$ cat src/rtl/rs232_ser.sv
`default_nettype none
// ============================================================================
//  Module      : rs232_ser
//  Description : Byte-to-serial RS-232 transmitter. One byte is accepted per
//                tx_req/tx_ack handshake and sent as a single frame: a start
//                bit, 8 data bits LSB first, then STOP_BITS stop bits.
//                The line idles at IDLE_LVL and the start bit is ~IDLE_LVL.
//                A request still pending at the end of the final stop bit is
//                accepted immediately, so frames can stream with no idle gap.
//  Revision    : 1.0 - initial release
// ============================================================================
module rs232_ser #(
    parameter int   CLK_FREQ  = 100000000,
    parameter int   BAUD_RATE = 9600,
    parameter int   STOP_BITS = 1,
    parameter logic IDLE_LVL  = 1'b0
) (
    input  logic       clk,
    input  logic       rst_n,
    input  logic [7:0] tx_data,
    input  logic       tx_req,
    output logic       tx_ack,
    output logic       tx,
    output logic       tx_busy
);

    localparam int               CLKS_PER_BIT = CLK_FREQ / BAUD_RATE;
    localparam int               CNT_W        = (CLKS_PER_BIT > 1) ? $clog2(CLKS_PER_BIT) : 1;
    localparam logic [CNT_W-1:0] CNT_LAST     = CNT_W'(CLKS_PER_BIT - 1);
    localparam logic [2:0]       STOP_LAST    = 3'(STOP_BITS - 1);

    typedef enum logic [1:0] {
        ST_IDLE  = 2'd0,
        ST_START = 2'd1,
        ST_DATA  = 2'd2,
        ST_STOP  = 2'd3
    } state_t;

    state_t           state_q, state_d;
    logic [CNT_W-1:0] cnt_q, cnt_d;
    logic [2:0]       idx_q, idx_d;
    logic [7:0]       shift_q, shift_d;
    logic             tx_q, tx_d;
    logic             ack_q, ack_d;
    logic             busy_q, busy_d;
    logic             w_bit_end;

    // The baud counter has reached the last cycle of the current bit period.
    assign w_bit_end = (cnt_q == CNT_LAST);

    // Next-state and next-output logic. idx_q counts data bits in DATA and
    // stop bits in STOP, so two stop bits need no extra counter.
    always_comb begin
        state_d = state_q;
        cnt_d   = cnt_q;
        idx_d   = idx_q;
        shift_d = shift_q;
        tx_d    = tx_q;
        ack_d   = 1'b0;
        busy_d  = busy_q;

        case (state_q)
            ST_IDLE: begin
                tx_d   = IDLE_LVL;
                busy_d = 1'b0;
                if (tx_req) begin
                    shift_d = tx_data;
                    ack_d   = 1'b1;
                    tx_d    = ~IDLE_LVL;
                    busy_d  = 1'b1;
                    cnt_d   = '0;
                    idx_d   = 3'd0;
                    state_d = ST_START;
                end
            end

            ST_START: begin
                if (w_bit_end) begin
                    cnt_d   = '0;
                    idx_d   = 3'd0;
                    tx_d    = shift_q[0];
                    state_d = ST_DATA;
                end else begin
                    cnt_d = cnt_q + CNT_W'(1);
                end
            end

            ST_DATA: begin
                if (w_bit_end) begin
                    cnt_d = '0;
                    if (idx_q == 3'd7) begin
                        idx_d   = 3'd0;
                        tx_d    = IDLE_LVL;
                        state_d = ST_STOP;
                    end else begin
                        shift_d = {1'b0, shift_q[7:1]};
                        tx_d    = shift_q[1];
                        idx_d   = idx_q + 3'd1;
                    end
                end else begin
                    cnt_d = cnt_q + CNT_W'(1);
                end
            end

            ST_STOP: begin
                if (w_bit_end) begin
                    cnt_d = '0;
                    if (idx_q == STOP_LAST) begin
                        idx_d = 3'd0;
                        if (tx_req) begin
                            // Back-to-back: capture exactly as from IDLE.
                            shift_d = tx_data;
                            ack_d   = 1'b1;
                            tx_d    = ~IDLE_LVL;
                            busy_d  = 1'b1;
                            state_d = ST_START;
                        end else begin
                            tx_d    = IDLE_LVL;
                            busy_d  = 1'b0;
                            state_d = ST_IDLE;
                        end
                    end else begin
                        idx_d = idx_q + 3'd1;
                    end
                end else begin
                    cnt_d = cnt_q + CNT_W'(1);
                end
            end

            default: begin
                tx_d    = IDLE_LVL;
                busy_d  = 1'b0;
                cnt_d   = '0;
                idx_d   = 3'd0;
                state_d = ST_IDLE;
            end
        endcase
    end

    // State and output registers; reset abandons any frame and idles the line.
    always_ff @(posedge clk or negedge rst_n) begin
        if (!rst_n) begin
            state_q <= ST_IDLE;
            cnt_q   <= '0;
            idx_q   <= 3'd0;
            shift_q <= 8'h00;
            tx_q    <= IDLE_LVL;
            ack_q   <= 1'b0;
            busy_q  <= 1'b0;
        end else begin
            state_q <= state_d;
            cnt_q   <= cnt_d;
            idx_q   <= idx_d;
            shift_q <= shift_d;
            tx_q    <= tx_d;
            ack_q   <= ack_d;
            busy_q  <= busy_d;
        end
    end

    assign tx      = tx_q;
    assign tx_ack  = ack_q;
    assign tx_busy = busy_q;

endmodule
`default_nettype wire

$ cat config.mk
export PLATFORM = sky130hd
export DESIGN_NAME = rs232_ser
export DESIGN_NICKNAME = d
export VERILOG_FILES = /design/src/rtl/rs232_ser.sv
export SDC_FILE = /design/constraint.sdc
export NUM_CORES = 1
export LEC_CHECK = 0
export CAP_MARGIN = 20
export CORE_MARGIN = 1.5
export CORE_UTILIZATION = 40
export CTS_BUF_LIST = sky130_fd_sc_hd__clkbuf_4 sky130_fd_sc_hd__clkbuf_8
export CTS_CLUSTER_SIZE = 40
export DETAILED_ROUTE_END_ITERATION = 10
export DONT_BUFFER_PORTS = 1
export PLACE_DENSITY_LB_ADDON = 0.3
export SYNTH_ARGS = -nofsm -noshare
export SYNTH_HDL_FRONTEND = slang
export SYNTH_SLANG_ARGS = --single-unit
$ cat constraint.sdc
create_clock -name clk -period 2.2 [get_ports clk]
set_input_delay 0.66 -clock clk [delete_from_list [all_inputs] [get_ports clk]]
set_output_delay 0.66 -clock clk [all_outputs]
set_load 0.01 [all_outputs]
==> key figures <==
Placed design
  – Gpl congestion: 0.798
  – Dpl cells: 211
  – DP HPWL: 2370 um
  – Buffers on Ports: 0

Floorplanning
  – Effective utilization at floorplan: a little over two fifths
  – Floorplan row count: 23
  – Die ar.: roughly 0.0048 mm2
  – I/O Pins: 14
  – Core ar.: a little over 0.004 mm2
  – Die Span X: 69.0 um
  – Die height: 69.0 um

Yosys
  – Syn Inst Count: 165
  – EDFF count, synth: 0
  – Synthesized area: 0.00174 mm2
  – Distinct cells, synth: 38
  – Seq cells post-synth: 30
  – Post-synth ARST share: 100%
  – Area share of the largest cell type after synthesis: 43.1%
  – Register area share after synthesis: 43.1%
  – Ys flop type: dfrtp_1
  – Ys Warns: 0
  – Avg Cell Area, Syn: 10.6 um2
  – Main area contributors after synthesis: dfrtp_1 (43%), ha_1 (7.2%), mux2_4 (6.9%)
  – Area leader, netlist: dfrtp_1
  – Mapped Nets: 186

Route
  – WL per Instance: 15.0 um
  – Via-to-Cell Ratio: ~5.6
  – DR vias: 1,224
  – 1st-iter DRT viols: 65
  – Post-route DRC: 0
  – Antenna-violating nets left: 0
  – Pre-Repair DR Iteration Count: 4
  – Drt total wl: 3270 um

Worst hold path
  – Hold Path Class: in -> async

Critical path
  – Worst path bufs/invs: 2
  – Slowest CP cell: dfrtp_1
  – Crit-path cells: inv_1 > ha_1 > buf_4 > nor2b_1 > a21oi_1 > o211ai_1 > mux2_2
  – Family with the most delay on the worst path: compound AO/OA/AOI/OAI gates
  – Arrival @ worst endpoint: 2.18 ns
  – Kind of critical path: reg -> reg
  – Worst reg2reg startpoint: state_q[0]$_DFFE_PN0P_
  – Crit path launch type: register
  – FF-to-FF End: state_q[1]$_DFFE_PN0P_
  – Worst R2R Path Depth: 7
  – Critical Path Fanout Max: 13
  – Max stage delay on crit path: between 0.4 and 0.5 ns
  – Critical path required time: 2.37 ns
  – CP Capture Type: register
  – R2R Setup Slk: 0.19 ns

Finish
  – Nets@finish: roughly 190
  – Area growth syn-to-layout: 6.90%
  – Layout cells sized above 1: roughly 18%
  – Area of the multi-input gates: 925 um2
  – Sequential Area: 751 um2
  – Most common cell after layout, fill and taps aside: dfrtp_1
  – Diode count: 0
  – Commonest cells after routing, fill and taps aside: dfrtp_1 (30), nor2_1 (13), ha_1 (10)
  – Fill count: 378
  – Non-Filler Instances: 218

Global routing
  – Initial antenna violation count: 0
  – Gr ovfl total: 0
  – First-pass GRT wire length: 5970 um
  – All-Layer GR Usage: ~17%
  – Largest net degree at the start of global routing: 31
  – Vias in the first global route: 1,282

Timing
  – Setup TNS: 0 ns
  – Final Hold Violating Endpoints: 0
  – Final Cycle Share: between 90% and 100%
  – Final slew viol count: 0
  – Headroom to the max-slew limit: 67.0%
  – RSZ-0062 raised after global routing: false
  – Final setup fails: 0
  – Crit path time final: around 2.0 ns
  – Clk_skew: between 0.009 and 0.01 ns
  – Max Freq: 496 MHz
  – Worst-margin pin slew: 0.495 ns

Clocking
  – Total CTS buffers: 5
  – Hold_buf cts: 0
  – CTS sink cnt: 30
  – CTS root buffer: clkbuf_8
  – Clock Pin Slew Worst Setup and Hold Paths: 0.07 ns
  – CTS tree: done
  – Clk Latency, worst-skew pair: about 0.28 ns
  – Longest Clk Path Bufs: 2
  – CTS H-tree depth: 2

Run status
  – Run status: finished clean

Pwr
  – LEAKAGE: roughly 0.82 nW
  – PwrDens: 523 mW/mm2
  – VDD IR-drop max: 252 uV

Job
  – Maxcap violations: 0
==> flip-flops by register name, indices dropped and copies added, names as in the netlist <==
register / count
cnt_q: 14
tx_ack: 1
shift_q: 8
state_q: 2
tx: 1
tx_busy: 1
idx_q: 3
==> how the worst max path moves through the flow <==
stage,from,to,slack (ns),depth (start not counted)
floorplan,cnt_q[0]$_DFFE_PN0P_,shift_q[0]$_DFFE_PN0P_,0.35,7
global placement,cnt_q[0]$_DFFE_PN0P_,shift_q[6]$_DFFE_PN0P_,0.22,5
detailed placement,cnt_q[0]$_DFFE_PN0P_,shift_q[2]$_DFFE_PN0P_,0.15,5
CTS,cnt_q[0]$_DFFE_PN0P_,shift_q[2]$_DFFE_PN0P_,0.15,5
global route,state_q[0]$_DFFE_PN0P_,state_q[1]$_DFFE_PN0P_,0.04,7
finish,state_q[0]$_DFFE_PN0P_,state_q[1]$_DFFE_PN0P_,0.19,7
==> cell families (layout without fill, tap and decap cells) <==
kind of cell,after synthesis,after routing,share of synthesized area (%)
compound gates,30,30,10.6
xor+xnor,7,7,3.52
fa+ha+maj,10,10,7.18
buf+inv,13,16,3.81
flops,30,30,43.1
mux,20,20,14.4
simple gates,55,55,17.3
==> report_power, final <==
| group | total (mW) | switching, mW | leakage, nW | internal, mW |
|---|---|---|---|---|
| Combinational | 0.00967 | 0.00337 | 0.393 | 0.00630 |
| Sequential | 0.554 | 0.00111 | 0.386 | 0.553 |
| Clock | 0.410 | 0.198 | 0.0438 | 0.212 |
==> layout make-up <==
| cell class | count | share of cell area [%] |
|---|---|---|
| clock buffers | 5 | 3.70 |
| inverters | 6 | 1.21 |
| well taps | 50 | 3.36 |
| flip-flops and latches | 30 | 40.3 |
| clock inverters | 2 | 0.538 |
| multi-input cells | 122 | 49.7 |
| repair buffers | 3 | 1.21 |
==> through the flow <==
stage               power [mW]  instance area, um2  worst slack (ns)  util (%)  hold slack (ns)
CTS                      0.986                1860             0.148      45.6           0.0580
floorplan                0.572                1740             0.346         -            0.364
global placement         0.573                1780             0.219      43.6            0.365
detailed placement       0.574                1780             0.148      43.6            0.365
global route              1.03                1860            0.0387      45.6           0.0426
finish                   0.973                1860             0.186      45.6           0.0710
==> routing by layer <==
metal	GRT usage (%)	up-vias	wire (um)
li1	-	596	-
met1	19.9	596	1520
met2	29.2	24	1540
met3	5.36	8	144
met4	8.33	0	68
met5	0	-	0
==> worst register-to-register path: stages (launching register included) <==
cell and delay (ns):
dfrtp_1 0.43, inv_1 0.14, ha_1 0.27, buf_4 0.19, nor2b_1 0.14, a21oi_1 0.25
o211ai_1 0.19, mux2_2 0.30
==> synthesized netlist by cell type, drive strengths merged, types with 2 or more instances <==
cell     n
nand3    4
nand2b   3
or4      2
mux2    17
mux2i    3
inv      6
nor3     2
nand4    5
and3     2
a21oi    9
nand2    9
ha      10
a211oi   3
clkbuf   4
or3      4
o31ai    2
o21ai   10
nor2b    5
xor2     6
and4     3
dfrtp   30
nor2    13
buf      3
==> timing repair <==
action | 4_1_cts | 5_1_grt
endpoints found under the setup margin | 0 | 3
gates resized for setup | 0 | 1
buffers inserted | 0 | 0
(Power assumes the default switching activity.)
